### config.mk
export PLATFORM = sky130hd
export DESIGN_NAME = pe_drain_flat
export DESIGN_NICKNAME = d
export VERILOG_FILES = /design/src/rtl/attn_pkg.sv /design/src/rtl/pe_drain_if.sv /design/src/rtl/sum_to_fix88.sv /design/src/rtl/pe_drain.sv /design/src/flat_wrapper.sv
export SDC_FILE = /design/constraint.sdc
export NUM_CORES = 1
export LEC_CHECK = 0
export ABC_CLOCK_PERIOD_IN_PS = 3100
export CORE_MARGIN = 4
export CORE_UTILIZATION = 43
export DETAILED_ROUTE_END_ITERATION = 10
export MAX_ROUTING_LAYER = met4
export PLACE_DENSITY = 0.8
export SYNTH_ARGS = -nofsm -noshare
export SYNTH_HDL_FRONTEND = slang
export SYNTH_SLANG_ARGS = --single-unit
### constraint.sdc
create_clock -name clk -period 3.1 [get_ports clk]
set_input_delay 0.93 -clock clk [delete_from_list [all_inputs] [get_ports clk]]
set_output_delay 0.93 -clock clk [all_outputs]
set_load 0.01 [all_outputs]
### src/rtl/attn_pkg.sv
// Shared widths and run-state encoding for the attention PE row logic.
// Accumulators are unsigned fix_20_16; drained results are unsigned fix_8_8.
package attn_pkg;

    localparam int SUM_W  = 36;
    localparam int DATA_W = 16;
    localparam int FRAC_W = 8;

    typedef enum logic [1:0] {
        IDLE    = 2'd0,
        RUN     = 2'd1,
        CAPTURE = 2'd2,
        DRAIN   = 2'd3
    } state_e;

endpackage

### src/rtl/pe_drain_if.sv
// Result stream from the row drain: valid/ready with a last-column marker.
// The master drives data, valid and last; the slave answers with ready.
interface pe_drain_if;

    logic [attn_pkg::DATA_W-1:0] out_data;
    logic                        out_valid;
    logic                        out_ready;
    logic                        out_last;

    modport master (
        output out_data,
        output out_valid,
        output out_last,
        input  out_ready
    );

    modport slave (
        input  out_data,
        input  out_valid,
        input  out_last,
        output out_ready
    );

endinterface

### src/rtl/sum_to_fix88.sv
// Combinational fix_20_16 -> fix_8_8 converter: round half up, saturate.
// Also used by the column drain of the full array.
module sum_to_fix88
    import attn_pkg::*;
(
    input  logic [SUM_W-1:0]  sum_i,
    output logic [DATA_W-1:0] fix_o
);

    logic [DATA_W:0] rnd;
    logic            ovf;

    always_comb begin
        rnd = {1'b0, sum_i[FRAC_W+DATA_W-1:FRAC_W]}
            + {{DATA_W{1'b0}}, sum_i[FRAC_W-1]};
        // Integer bits beyond 8, or a carry out of the rounding add
        ovf = (|sum_i[SUM_W-1:FRAC_W+DATA_W]) | rnd[DATA_W];
        fix_o = ovf ? {DATA_W{1'b1}} : rnd[DATA_W-1:0];
    end

endmodule

### src/rtl/pe_drain.sv
// Run controller for one systolic PE row: drives pe_en for a fixed window,
// snapshots the accumulators, then streams them out one column at a time.
module pe_drain
    import attn_pkg::*;
#(
    parameter int COLS       = 4,
    parameter int ACC_CYCLES = 8
) (
    input  logic                  clk,
    input  logic                  rst_n,
    input  logic                  start,
    input  logic [COLS*SUM_W-1:0] sum_flat,
    output logic                  pe_en,
    output logic                  busy,
    pe_drain_if.master            out
);

    localparam int CNT_W = (ACC_CYCLES > 1) ? $clog2(ACC_CYCLES) : 1;
    localparam int IDX_W = (COLS > 1) ? $clog2(COLS) : 1;
    localparam logic [CNT_W-1:0] CNT_LAST = CNT_W'(ACC_CYCLES - 1);
    localparam logic [IDX_W-1:0] IDX_LAST = IDX_W'(COLS - 1);

    state_e           state_q, state_d;
    logic             pe_en_q, pe_en_d;
    logic [CNT_W-1:0] cnt_q, cnt_d;
    logic [IDX_W-1:0] idx_q, idx_d;
    logic [SUM_W-1:0] shadow_q [COLS];
    logic             capture;
    logic             hs;
    logic [DATA_W-1:0] conv;

    assign hs = out.out_valid && out.out_ready;

    always_comb begin
        state_d = state_q;
        pe_en_d = pe_en_q;
        cnt_d   = cnt_q;
        idx_d   = idx_q;
        capture = 1'b0;
        unique case (state_q)
            IDLE: begin
                if (start) begin
                    state_d = RUN;
                    pe_en_d = 1'b1;
                    cnt_d   = '0;
                end
            end
            RUN: begin
                cnt_d = cnt_q + 1'b1;
                if (cnt_q == CNT_LAST) begin
                    pe_en_d = 1'b0;
                    state_d = CAPTURE;
                end
            end
            // PEs still hold their final sums; they clear on this same edge
            CAPTURE: begin
                capture = 1'b1;
                idx_d   = '0;
                state_d = DRAIN;
            end
            DRAIN: begin
                if (hs) begin
                    if (idx_q == IDX_LAST) begin
                        idx_d   = '0;
                        state_d = IDLE;
                    end else begin
                        idx_d = idx_q + 1'b1;
                    end
                end
            end
            default: state_d = IDLE;
        endcase
    end

    always_ff @(posedge clk or negedge rst_n) begin
        if (!rst_n) begin
            state_q <= IDLE;
            pe_en_q <= 1'b0;
            cnt_q   <= '0;
            idx_q   <= '0;
            for (int c = 0; c < COLS; c++) begin
                shadow_q[c] <= '0;
            end
        end else begin
            state_q <= state_d;
            pe_en_q <= pe_en_d;
            cnt_q   <= cnt_d;
            idx_q   <= idx_d;
            if (capture) begin
                for (int c = 0; c < COLS; c++) begin
                    shadow_q[c] <= sum_flat[c*SUM_W +: SUM_W];
                end
            end
        end
    end

    sum_to_fix88 u_conv (
        .sum_i (shadow_q[idx_q]),
        .fix_o (conv)
    );

    assign pe_en         = pe_en_q;
    assign busy          = (state_q != IDLE);
    assign out.out_valid = (state_q == DRAIN);
    assign out.out_last  = (state_q == DRAIN) && (idx_q == IDX_LAST);
    assign out.out_data  = (state_q == DRAIN) ? conv : '0;

endmodule

### src/flat_wrapper.sv
// flat-port wrapper written by rule: the top's interface ports become plain ports
module pe_drain_flat import attn_pkg::*;
#(
    parameter int COLS       = 4,
    parameter int ACC_CYCLES = 8
)
  (clk, rst_n, start, sum_flat, pe_en, busy, out_out_data, out_out_valid, out_out_last, out_out_ready);
  pe_drain_if out_i ();
  input  logic clk;
  input  logic rst_n;
  input  logic start;
  input  logic [COLS*SUM_W-1:0] sum_flat;
  output logic pe_en;
  output logic busy;
  output wire logic [$bits(out_i.out_data)-1:0] out_out_data;
  output wire logic [$bits(out_i.out_valid)-1:0] out_out_valid;
  output wire logic [$bits(out_i.out_last)-1:0] out_out_last;
  input wire logic [$bits(out_i.out_ready)-1:0] out_out_ready;
  assign out_out_data = out_i.out_data;
  assign out_out_valid = out_i.out_valid;
  assign out_out_last = out_i.out_last;
  assign out_i.out_ready = out_out_ready;
  pe_drain #(.COLS(COLS), .ACC_CYCLES(ACC_CYCLES)) u_core (.clk(clk), .rst_n(rst_n), .start(start), .sum_flat(sum_flat), .pe_en(pe_en), .busy(busy), .out(out_i));
endmodule
==> run metrics <==
status complete, but fails checks; violations in the final reports negative setup slack; Placement Rows 42; fill cell total of the finished layout 997; Met3 Routed Length 603 microns; placeable core area 13300 sq um; async set or reset register ratio after synthesis 100%; number of clock sinks 124; TritonCTS buffer count 17; flip-flop and latch count after synthesis 124; mean post-synth cell area 14.6 sq um; critical path's largest stage delay 0.55 ns; Cells after DPL 733; cts-stage hold buffer count 0; kind of start point of the critical path flip-flop; Pleak 3.47 nW; Final GP Congestion 0.770; sequential element share of the synthesized area 52.8%; largest clock skew in the final design 0.00634 ns; Post-Route WL 13500 microns; uppermost signal routing layer after detailed routing met4; Register-to-Register Setup Slack 1.06 ns; number of buffers on the longest clock path 2; capturing point of the worst reg2reg path u_core.shadow_q[117]; CP max stage cell sky130_fd_sc_hd__mux4_2; relative slew slack 49.6%; routed length on met2 7110 microns; number of standard cells after synthesis 403; Hold Slack 0.501 ns; ys flop type sky130_fd_sc_hd__dfrtp_1; Buffers on Ports 139; clock transition at the register clock pins on the worst setup and hold paths after CTS 0.05 ns; switching power share of the total 31.1%; post-synthesis instance area 5880 sq um; Worst-Margin Slew 0.756 ns; number of optimization iterations in the first detailed-route pass 4; antenna violations before repair 0; H-tree levels 4; antenna diode count 0; clock tree root buffer cell sky130_fd_sc_hd__clkbuf_16; number of endpoints with negative hold slack in the final report 0; overall overflow remaining after global route 0; worst vdd rail ir drop 0.000483 V; detailed-route via count 3892; timing startpoint of the critical path u_core.idx_q[0]; global-route total usage across every layer 19.1%; category of the critical setup timing path flip-flop to output port; Fmax 281 MHz; first-pass GRT wire length 22900 microns; starting utilization of the core area 44.2%; share of post-route cells with drive strength above 1 43.4%; Area growth syn-to-layout 44.5%; Power Total 0.00849 W; Crit Path Max Fanout 5; I/O pin total 168; Internal Pwr Total 0.00584 W; CP required 2.17 ns; total number of nets in the final design 738; net load switching power 0.00264 W; number of DRC markers after the initial detailed-route iteration 181; part of the power in combinational logic 43.4%; syn nets 561; average wire length per cell after detail routing 17.6 microns; cell-by-cell trace of the critical path mux4_2 -> ha_4 -> ha_4 -> nand4_1 -> nor3_4 -> a31oi_4 -> buf_4 -> a21boi_1 -> buf_2; register share of total power 34.2%; clock latency of the later-clocked register in the worst-skew pair 0.40 ns; Ys Warns 0; Horiz. Die Dim 125 microns; R2R cell count 4; TritonCTS clock tree yes; Critical Path End out_out_data[3]; unrepaired setup endpoints after global routing true; full die area 15600 sq um; setup ws final -0.463 ns; number of enable-type register cells in the synthesized netlist 0; cell repeated most along the worst path sky130_fd_sc_hd__ha_4; path type of the worst min-delay path flip-flop to flip-flop; Synth cell types 43; total count of max-transition violations in the final report 0; sum of net half-perimeters after detailed placement 9910 microns; die height 125 microns; post-route DRC violation count 0; Met1 Routed Length 5610 microns; power density cells 1000 nW/um^2; Post-DRT Antenna Nets 0; Worst Setup End Kind output port; maximum number of pins on one net before global-route repair 77; launching point of the worst reg2reg path u_core.state_q[0]; number of max-cap violations 0; Layout Cells excl Fill 768; clock network fraction of total power 22.4%; Setup violations, final 16; via-per-instance ratio 5.07; final critical path time including I/O delays and setup 3.56 ns; share of the cycle needed by the critical path after routing 115%; critical path arrival 2.63 ns; vias in the first global route 4558
-- how the worst min path moves through the flow --
stage / startpoint / endpoint / depth (start not counted)
after floorplan: u_core.cnt_q[0] / u_core.cnt_q[0] / 1
after global placement: u_core.cnt_q[2] / u_core.cnt_q[2] / 1
after detailed placement: u_core.shadow_q[118] / u_core.shadow_q[118] / 1
after CTS: u_core.shadow_q[118] / u_core.shadow_q[118] / 1
after global routing: u_core.shadow_q[118] / u_core.shadow_q[118] / 1
final: u_core.shadow_q[10] / u_core.shadow_q[10] / 1
-- cells in the mapped netlist, types with 3 or more instances --
library cell / instances / area [sq um]
sky130_fd_sc_hd__nand4_1: 6 / 37.5
sky130_fd_sc_hd__nor4_1: 7 / 43.8
sky130_fd_sc_hd__inv_1: 6 / 22.5
sky130_fd_sc_hd__ha_1: 10 / 125
sky130_fd_sc_hd__mux2i_1: 3 / 30.0
sky130_fd_sc_hd__buf_6: 3 / 33.8
sky130_fd_sc_hd__dfrtp_1: 124 / 3100
sky130_fd_sc_hd__o21ai_0: 7 / 35.0
sky130_fd_sc_hd__a21boi_0: 4 / 30.0
sky130_fd_sc_hd__nor3_1: 5 / 25.0
sky130_fd_sc_hd__a21oi_1: 3 / 15.0
sky130_fd_sc_hd__mux4_1: 8 / 210
sky130_fd_sc_hd__clkbuf_1: 15 / 56.3
sky130_fd_sc_hd__a21boi_2: 10 / 113
sky130_fd_sc_hd__xor2_1: 5 / 43.8
sky130_fd_sc_hd__nand2_1: 16 / 60.1
sky130_fd_sc_hd__mux4_2: 8 / 180
sky130_fd_sc_hd__xnor2_1: 5 / 43.8
sky130_fd_sc_hd__mux2_2: 117 / 1320
sky130_fd_sc_hd__a32o_1: 4 / 40.0
sky130_fd_sc_hd__nor2_1: 10 / 37.5
-- worst max-delay path: cells and delay by family (launching register included) --
kind | cells | cell delay, ns
compound gates | 2 | 0.35
mux | 1 | 0.55
fa+ha+maj | 2 | 0.35
simple gates | 2 | 0.23
buf+inv | 2 | 0.33
flops | 1 | 0.43
-- logic make-up (layout without fill, tap and decap cells) --
| logic type | Yosys count | count (layout) | synth area share [%] |
|---|---|---|---|
| adders and majority gates | 10 | 10 | 2.13 |
| DFF | 124 | 124 | 52.8 |
| xor gates and xnor gates | 10 | 10 | 1.49 |
| and+or+nand+nor | 60 | 60 | 6.35 |
| muxes | 136 | 136 | 29.6 |
| AOI/OAI and AO/OA | 35 | 35 | 5.15 |
| buffers and inverters | 28 | 217 | 2.49 |
-- layout make-up --
| cell class | count | area, sq um | area share (%) |
|---|---|---|---|
| multi-input cells | 251 | 2820 | 33.3 |
| clock buffers | 25 | 526 | 6.19 |
| flip-flops and latches | 124 | 3110 | 36.6 |
| inverters | 7 | 26.3 | 0.310 |
| repair buffers | 179 | 1730 | 20.4 |
| well taps | 176 | 220 | 2.59 |
| clock inverters | 6 | 57.6 | 0.678 |
-- stage by stage --
step                TNS, ns  worst slack (ns)  area [sq um]  utilization (%)
finish                -6.92            -0.463          8490             63.8
CTS                   -7.98            -0.517          8420             63.3
global placement      -8.13            -0.547          7780             58.6
detailed placement    -8.34            -0.570          7780             58.6
global route          -8.76            -0.584          8490             63.8
floorplan             -1.62            -0.131          6000                -
-- sequential cells by signal (all words and copies together) (netlist names) --
register and count:
u_core.pe_en 1, u_core.idx_q 2, u_core.cnt_q 3, u_core.state_q 2, u_core.shadow_q 116
-- power groups by stage --
stage               Sequential (W)  Clock (W)  Combinational, W
floorplan                  0.00274          0           0.00259
global placement           0.00284          0           0.00347
detailed placement         0.00291          0           0.00361
CTS                        0.00290    0.00195           0.00366
global route               0.00301    0.00203           0.00402
finish                     0.00290    0.00190           0.00368
-- metal layers --
layer	global-route usage [%]	vias to the layer above
li1	-	1843
met1	22.0	1949
met3	5.53	12
met2	32.7	88
met5	-	-
met4	5.48	0
-- layout by cell type, fill, tap and decap left out, types with 10 or more instances in the layout --
cell type,count
sky130_fd_sc_hd__a21boi_4,10
sky130_fd_sc_hd__buf_6,17
sky130_fd_sc_hd__buf_4,31
sky130_fd_sc_hd__clkbuf_16,17
sky130_fd_sc_hd__clkdlybuf4s50_1,122
sky130_fd_sc_hd__mux4_2,13
sky130_fd_sc_hd__nor2_1,10
sky130_fd_sc_hd__mux2_2,117
sky130_fd_sc_hd__dfrtp_1,122
sky130_fd_sc_hd__nand2_1,15
-- what timing repair did --
item,4_1_cts,5_1_grt
buffers inserted,4,0
setup endpoints to repair,16,16
resized for setup,92,16
hold endpoints to repair,0,0
pin swaps,8,4
Power figures use the tool's default switching activity.
